===== config.mk =====
export PLATFORM = sky130hd
export DESIGN_NAME = writeback_control
export DESIGN_NICKNAME = d
export VERILOG_FILES = /design/src/rtl/writeback_control.sv
export SDC_FILE = /design/constraint.sdc
export NUM_CORES = 1
export LEC_CHECK = 0
export CAP_MARGIN = 25
export CORE_UTILIZATION = 42
export DETAILED_ROUTE_END_ITERATION = 8
export PLACE_DENSITY = 0.8
export SETUP_SLACK_MARGIN = 0.3
export SYNTH_ARGS = -nofsm -noshare
export SYNTH_HDL_FRONTEND = slang
export SYNTH_SLANG_ARGS = --single-unit

===== constraint.sdc =====
create_clock -name clk -period 2.3 [get_ports clk]
set_input_delay 0.575 -clock clk [delete_from_list [all_inputs] [get_ports clk]]
set_output_delay 0.575 -clock clk [all_outputs]
set_load 0.05 [all_outputs]

===== src/rtl/writeback_control.sv =====
// writeback_control: register-file write-back sequencer with load/store bus handshake and timeout abort
module writeback_control #(
    parameter int TIMEOUT = 16
) (
    input  logic        clk,
    input  logic        rst,
    input  logic        instr_valid,
    input  logic [4:0]  rd,
    input  logic        reg_write,
    input  logic        mem_read,
    input  logic        mem_write,
    input  logic        mem_to_reg,
    input  logic        load_byte,
    input  logic        read_pc_4,
    input  logic [31:0] alu_value,
    input  logic [31:0] pc_4_value,
    input  logic [31:0] store_data,
    input  logic        mem_ack,
    input  logic [31:0] mem_rdata,
    output logic        stall,
    output logic        mem_req,
    output logic        mem_ren,
    output logic        mem_wen,
    output logic [31:0] mem_addr,
    output logic [31:0] mem_wdata,
    output logic        rf_we,
    output logic [4:0]  rf_waddr,
    output logic [31:0] rf_wdata,
    output logic        bus_err
);
    localparam int CW = $clog2(TIMEOUT);
    typedef enum logic {IDLE, MEM_WAIT} state_t;
    state_t state, state_n;
    logic [CW-1:0] cnt;
    logic [4:0] rd_q;
    logic reg_write_q, mem_to_reg_q, load_byte_q, read_pc_4_q;
    logic accept_mem, waiting, timeout, we_n;
    logic [4:0] waddr_n;
    logic [31:0] wdata_n, mem_result;
    assign waiting = state == MEM_WAIT;
    assign accept_mem = state == IDLE && instr_valid && (mem_read || mem_write);
    assign timeout = waiting && !mem_ack && cnt == CW'(TIMEOUT - 1);
    assign stall = accept_mem || waiting;
    assign mem_req = waiting;
    assign mem_result = read_pc_4_q ? pc_4_value : !mem_to_reg_q ? mem_addr :
                        load_byte_q ? {24'b0, mem_rdata[7:0]} : mem_rdata;
    always_comb begin
        state_n = state;
        we_n = 1'b0;
        waddr_n = rd;
        wdata_n = read_pc_4 ? pc_4_value : alu_value;
        if (waiting) begin
            state_n = (mem_ack || timeout) ? IDLE : MEM_WAIT;
            we_n = mem_ack && reg_write_q && rd_q != 5'd0 && mem_ren;
            waddr_n = rd_q;
            wdata_n = mem_result;
        end else begin
            state_n = accept_mem ? MEM_WAIT : IDLE;
            we_n = instr_valid && !mem_read && !mem_write && reg_write && rd != 5'd0;
        end
    end
    always_ff @(posedge clk) begin
        if (rst) begin
            state <= IDLE;
            cnt <= '0;
            rd_q <= '0;
            reg_write_q <= 1'b0;
            mem_to_reg_q <= 1'b0;
            load_byte_q <= 1'b0;
            read_pc_4_q <= 1'b0;
            mem_ren <= 1'b0;
            mem_wen <= 1'b0;
            mem_addr <= '0;
            mem_wdata <= '0;
            rf_we <= 1'b0;
            rf_waddr <= '0;
            rf_wdata <= '0;
            bus_err <= 1'b0;
        end else begin
            state <= state_n;
            cnt <= accept_mem ? '0 : (waiting && !mem_ack) ? cnt + 1'b1 : cnt;
            bus_err <= bus_err || timeout;
            rf_we <= we_n;
            if (we_n) begin
                rf_waddr <= waddr_n;
                rf_wdata <= wdata_n;
            end
            // a simultaneous read+write request is executed as a load
            if (accept_mem) begin
                rd_q <= rd;
                reg_write_q <= reg_write;
                mem_to_reg_q <= mem_to_reg;
                load_byte_q <= load_byte;
                read_pc_4_q <= read_pc_4;
                mem_addr <= alu_value;
                mem_wdata <= store_data;
                mem_ren <= mem_read;
                mem_wen <= mem_write && !mem_read;
            end
        end
    end
endmodule


==> key figures, run 1 <==
Outcome
  • Outcome: completed

STA
  • Period minus WS final: 1.93 ns
  • Clk_skew: a little under 0.008 ns
  • Slew headroom: 0.624
  • Final setup viols: 0
  • RSZ-0062 raised after global routing: no
  • Final hold violation count: 0
  • Worst Tran Pin Value: 0.562 ns
  • Max Fclk: around 520 MHz
  • Max Slew Vio Count: 0
  • Period utilization: 0.841

Worst setup path
  • Crit-path max FO: 3
  • Slowest cell on the critical path: dlygate4sd2_1
  • CP Capture Type: output port
  • Start point of the critical path: mem_addr[31]
  • Worst path cell trace: dlygate4sd2_1
  • Critical path class: flop to output port
  • Reg2reg start: mem_req
  • Critical path's top delay family: buffers and inverters
  • Worst EP arrival: 1.36 ns
  • CP max stage delay: approximately 0.57 ns
  • CP bufs+invs: 1
  • Req. time, crit path: between 1.5 and 2 ns
  • Critical Path Start Type: flop

Logic synthesis
  • Largest family of logic cells by synthesized area: simple AND/OR/NAND/NOR gates
  • Register area share after synthesis: 0.419
  • Ys Warns: 0
  • Mux cell area share after synthesis: 0.0952
  • Synthesized area: approximately 0.0057 sq mm
  • Ys flop type: dfxtp_1
  • Mean Syn Cell Area: 8.23 sq um
  • Yosys cell types: 35
  • Post-Synth XOR/XNOR Area: 0.00463
  • Adder-Cell Fraction of Synth Area: 0.00220
  • Post-synthesis compound-gate area fraction: 0.172
  • Asr flop ratio synth: 0
  • Register bit total from synthesis: 119
  • Post-synthesis cell count: 690
  • Post-synth EDFFs: 0
  • Simple-gate area share of the yosys netlist: 0.252
  • Synth Net Count: 834

Power
  • LEAKAGE: roughly 3.8 nW
  • Pwr per Cell Area: about 700 mW/mm^2
  • Design Power: between 0.006 and 0.007 W
  • Peak supply drop: between 0.5 and 0.6 mV

Clock tree
  • Clock slew at reported path FFs: approximately 0.050 ns
  • Root buf cell: clkbuf_16
  • CTS Hold Bufs: 0
  • Sinks on Clock Net: roughly 120
  • CTS tree: done
  • CTS Buf Count: 17
  • Worst-case clock buffer depth: 2
  • H-tree Lvls: 4
  • Clk_lat worst skew: roughly 0.42 ns

Detailed routing
  • DRT met1 WL: roughly 7800 um
  • Routed length per instance: about 17 um
  • DR vias: between 5,000 and 6,000
  • Detail Route met2 WL: between 9000 and 10,000 um
  • Drt pass-1 iters: 5
  • # DRC: 0
  • Top layer used by detailed routing: met4
  • Avg Vias per Cell: 5.31
  • Routed wl met3: between 1000 and 1500 um
  • Post-Route WL: 18,800 um
  • Iter 0 DRT Violations: slightly below 300
  • Detail Route Antenna Nets: 0

Global routing
  • Initial antenna violation count: 0
  • Total track usage: 0.268
  • Gr ovfl total: 0
  • Vias in the first global route: approximately 5,900
  • Largest net degree at the start of global routing: 57
  • First-pass GRT wire length: between 20,000 and 30,000 um

Placement
  • Port Buffers: 249
  • Final HPWL DP: 12,800 um
  • Placer Congestion: about 0.85

Die
  • Chip Width: 118 um
  • # IOs: 250
  • Die area: about 0.014 sq mm
  • CORE AREA: about 0.013 sq mm
  • Vert. Die Dim: roughly 120 um
  • Initial Util: 0.431
  • # rows: 42

Cells and area
  • Most frequent cells in the layout: nand2_1 (159), clkdlybuf4s50_1 (134), dfxtp_1 (118)
  • Util after Layout: 0.686
  • Area grow syn2layout: 59.3%
  • Nets: between 1,000 and 1,500
  • Share of cells above drive strength 1: 0.0891
  • Most common cell after layout, fill and taps aside: nand2_1
  • Fill cell count: around 1,200
  • N_diodes: 0

Hold path
  • Hold Path Origin: mem_wdata[11]
  • HP Class: flop to flop

Run
  • Max Cap Viol: 0
## cells by family after synthesis
group                    after synthesis
flip-flops                           119
adder cells (fa/ha/maj)                1
buffers and inverters                 62
AND/OR/NAND/NOR                      299
XOR/XNOR                               3
AO/OA/AOI/OAI                        152
multiplexers                          54
## state kept, by name (all words and copies together) (netlist names), 4 cells and up
name,count
mem_addr,32
rf_waddr,5
rd_q,5
rf_wdata,32
cnt,4
mem_wdata,32
## routing by layer
metal | vias up | global-route usage
li1 | 2881 | -
met3 | 32 | 0.0782
met2 | 257 | 0.461
met5 | - | 0
met4 | 0 | 0.111
met1 | 2776 | 0.311
## layout make-up
class	instances	area (sq um)	area share
multi-input cells	509	3000	0.331
repair buffers	283	2800	0.310
flip-flops and latches	119	2380	0.263
clock buffers	23	498	0.0550
well taps	176	220	0.0243
clock inverters	8	143	0.0158
inverters	1	3.75	0.000415
## worst min-delay path: stages (launching register included)
cell and delay [ns]:
dfxtp_1 0.30, nand2_1 0.05, a21oi_1 0.05
## cells in the mapped netlist (3+ instances only)
cell	count	share of area
nor2_1	35	0.023
buf_12	3	0.011
or4_1	24	0.032
nor3_1	11	0.0097
nand2b_1	35	0.039
a21oi_1	87	0.077
a211oi_1	23	0.030
a211oi_2	5	0.011
dfxtp_1	119	0.42
o21ai_0	8	0.0070
a221oi_1	24	0.037
buf_2	19	0.017
nor2b_1	26	0.029
clkbuf_1	34	0.022
mux2i_1	54	0.095
nand2_1	159	0.11
## repair_timing
item / 4_1_cts / 5_1_grt
endpoints found under the setup margin: 106 / 2
gates resized for setup: 109 / 4
pin swaps: 1 / 4
buffers inserted: 1 / 0
gates cloned: 0 / 2
## path summary, 6_finish.rpt
kind,to,depth (start not counted),slack [ns]
setup / recovery,mem_addr[31],1,0.37
hold / removal,mem_wdata[11],2,0.45
setup reg to reg,rf_wdata[16],5,0.50
hold reg to reg,mem_wdata[11],2,0.45
## power breakdown
part,switching [W],leakage [nW],internal [W],total [W]
sequential,0.0000622,0.971,0.00216,0.00222
combinational,0.000732,2.52,0.000535,0.00127
clock,0.000928,0.315,0.00194,0.00287
total,0.00172,3.80,0.00464,0.00636
## stage by stage
stage / instance area [sq um] / TNS (ns) / setup WS, ns / hold WS (ns) / std cells
2_1_floorplan: 5680 / 0 / 0.315 / 0.437 / 690
3_3_place_gp: 8460 / -0.495 / -0.0206 / 0.440 / 1085
3_5_place_dp: 8460 / -1.99 / -0.0666 / 0.446 / 1085
4_1_cts: 8980 / 0 / 0.350 / 0.451 / 1117
5_1_grt: 9050 / 0 / 0.317 / 0.466 / 1119
6_report: 9050 / 0 / 0.365 / 0.448 / 1119
Power figures use the tool's default switching activity.
==> run 2, diff against run 1 <==
CORE_UTILIZATION = 38   (was 42)
PLACE_DENSITY = 0.77   (was 0.8)
clock period = 1.6 ns   (was 2.3 ns; I/O delays follow)
==> run 2 against run 1 <==
Highest routed layer unchanged. First-iteration DRC count increased by 94%. Largest cell class is now buffers. Utilization rose by 23 points. The flow now finishes with violations (setup timing). Clock power rose by 30%.
==> key figures, run 2 (same netlist as run 1, synthesis figures left out) <==
STA
  • Worst Tran Pin Value: 0.675 ns (was 0.562 ns)
  • Clk_skew: 0.00543 ns (was 0.00792 ns)
  • Period minus WS final: ~1.8 ns
  • Final worst slack: -0.230 ns (was 0.365 ns)
  • Final hold violation count: 0 (unchanged)
  • Slew headroom: 0.550 (was 0.624)
  • Final setup viols: 36 (was 0)
  • Max Slew Vio Count: 0 (unchanged)
  • TNS Setup: -2.90 ns (was 0 ns)
  • Period utilization: 1.14
  • RSZ-0062 raised after global routing: yes (was no)
  • Max Fclk: between 500 and 600 MHz
  • Fin Hold WS: 0.267 ns (was 0.448 ns)

Outcome
  • Outcome: finished, violations left (was completed)
  • Violated checks: setup timing

Run
  • Max Cap Viol: 0 (unchanged)

Worst setup path
  • Worst EP arrival: 2.11 ns (was 1.36 ns)
  • Critical R2R Capture: rf_wdata[1] (was rf_wdata[16])
  • Worst path cell trace: buf_4, buf_4, buf_4, mux2i_1, o21ai_0, a21oi_1, mux2i_1 (was dlygate4sd2_1)
  • Start point of the critical path: mem_to_reg_q (was mem_addr[31])
  • Crit-path max FO: 8 (was 3)
  • Req. time, crit path: 1.88 ns (was 1.73 ns)
  • Critical path class: flop to flop (was flop to output port)
  • Reg2reg start: mem_to_reg_q (was mem_req)
  • Critical path's top delay family: multiplexers (was buffers and inverters)
  • CP Capture Type: flop (was output port)
  • CP max stage delay: 0.34 ns (was 0.57 ns)
  • Critical Path End: rf_wdata[1] (was mem_addr[31])
  • Most Frequent Cell on Critical Path: buf_4
  • Levels on crit path: 7 (was 1)
  • Reg2Reg Depth: 7 (was 5)
  • Critical Path Start Type: flop (unchanged)
  • FF-to-FF setup slack: -0.23 ns (was 0.50 ns)
  • Slowest cell on the critical path: dfxtp_2 (was dlygate4sd2_1)
  • CP bufs+invs: 3 (was 1)

Global routing
  • Vias in the first global route: 6,466 (was 5,903)
  • Gr ovfl total: 0 (unchanged)
  • Total track usage: 0.287 (was 0.268)
  • First-pass GRT wire length: 34,900 um (was 29,600 um)
  • Largest net degree at the start of global routing: 59 (was 57)
  • Initial antenna violation count: 0 (unchanged)

Detailed routing
  • Detail Route Antenna Nets: 0 (unchanged)
  • Iter 0 DRT Violations: 565 (was 291)
  • Routed length per instance: 25.3 um (was 16.8 um)
  • Avg Vias per Cell: 5.97 (was 5.31)
  • # DRC: 0 (unchanged)
  • Drt pass-1 iters: 5 (unchanged)
  • Post-Route WL: 31,800 um (was 18,800 um)
  • DR vias: 7,509 (was 5,946)

Cells and area
  • Nets: 1,208 (was 1,075)
  • N_diodes: 0 (unchanged)
  • Area grow syn2layout: 133% (was 59.3%)
  • Most common cell after layout, fill and taps aside: clkdlybuf4s50_1 (was nand2_1)
  • Util after Layout: 0.911 (was 0.686)
  • Most frequent cells in the layout: clkdlybuf4s50_1 (133), buf_12 (129), buf_4 (97) (was nand2_1 (159), clkdlybuf4s50_1 (134), dfxtp_1 (118))
  • Finished Layout Cells: 1,257 (was 1,119)
  • Fill cell count: 516 (was 1,158)
  • Top Registers: mem_addr x32, mem_wdata x32, rf_wdata x32 (unchanged)
  • Share of cells above drive strength 1: 0.588 (was 0.0891)

Die
  • # IOs: 250 (unchanged)
  • CORE AREA: 0.0145 sq mm (was 0.0132 sq mm)
  • Chip Width: 124 um (was 118 um)
  • Die area: 0.0154 sq mm (was 0.0140 sq mm)
  • # rows: 44 (was 42)
  • Vert. Die Dim: 124 um (was 118 um)
  • Initial Util: 0.391 (was 0.431)

Placement
  • Port Buffers: 249 (unchanged)
  • Final HPWL DP: 14,000 um (was 12,800 um)
  • Placed insts: 1,110 (was 1,085)
  • Post-Place Worst Slack: -0.614 ns (was -0.0666 ns)
  • Placer Congestion: 0.852 (was 0.849)

Clock tree
  • Root buf cell: clkbuf_16 (unchanged)
  • CTS Buf Count: 17 (unchanged)
  • Clock slew at reported path FFs: 0.05 ns (about the same)
  • Clk_lat worst skew: 0.42 ns (about the same)
  • Worst-case clock buffer depth: 2 (unchanged)
  • CTS tree: done (unchanged)
  • Sinks on Clock Net: 119 (unchanged)
  • H-tree Lvls: 4 (unchanged)

Power
  • LEAKAGE: 5.35 nW (was 3.80 nW)
  • Peak supply drop: 0.742 mV (was 0.591 mV)
  • Pwr per Cell Area: 776 mW/mm^2 (was 703 mW/mm^2)

Hold path
  • HP Class: primary input to flop (was flop to flop)
-- run 2: cell count changes in the layout (fill, tap and decap cells not counted), moves of 74 or more --
| cell | delta |
|---|---|
| buf_12 | +118 |
| nand2_1 | -110 |
| dlygate4sd2_1 | -108 |
| dfxtp_1 | -105 |
| nand2_4 | +87 |
| buf_4 | +74 |
-- run 2: layout make-up --
class                           instances  area (sq um)  share of cell area
Sequential cell                       119          2700               0.204
Clock buffer                           23           478              0.0361
Tap cell                              184           230              0.0174
Inverter                                1          7.51            0.000567
Timing Repair Buffer                  414          5600               0.423
Clock inverter                          5          75.1             0.00567
Multi-Input combinational cell        511          4160               0.314
-- run 2: worst min-delay path: stages --
cell and delay [ns]:
buf_2 0.12, nand2_2 0.06, a21oi_2 0.05
-- run 2: metrics by stage --
step	area [sq um]	total power [W]
3_5_place_dp	9710	0.00551
5_1_grt	13200	0.0105
4_1_cts	11100	0.00944
3_3_place_gp	9710	0.00548
6_report	13200	0.0103
2_1_floorplan	5770	0.00430
-- run 2: power breakdown --
part           total (W)  internal [W]  switching [W]
registers        0.00326       0.00306       0.000192
logic            0.00328       0.00169        0.00159
clock network    0.00374       0.00237        0.00137
-- run 2: what timing repair did --
item,4_1_cts,5_1_grt
setup buffers,26,69
pin swaps,24,143
gates resized for setup,123,422
setup endpoints to repair,224,226
gates cloned,11,13
hold buffers,0,0
-- run 2: routing by layer --
metal | share of wire | track usage
met2 | 0.50 | 0.491
met1 | 0.35 | 0.336
met3 | 0.085 | 0.0756
met4 | 0.065 | 0.127
met5 | 0 | 0
-- run 2: how the worst min path moves through the flow --
stage	start	to	slack, ns	cells after the start
after floorplan	reg_write_q	reg_write_q	0.44	2
after global placement	reg_write_q	reg_write_q	0.45	2
after detailed placement	reg_write_q	reg_write_q	0.45	2
after CTS	rd[2]	rd_q[2]	0.24	3
after global routing	rd[2]	rd_q[2]	0.27	3
final	rd[2]	rd_q[2]	0.27	3
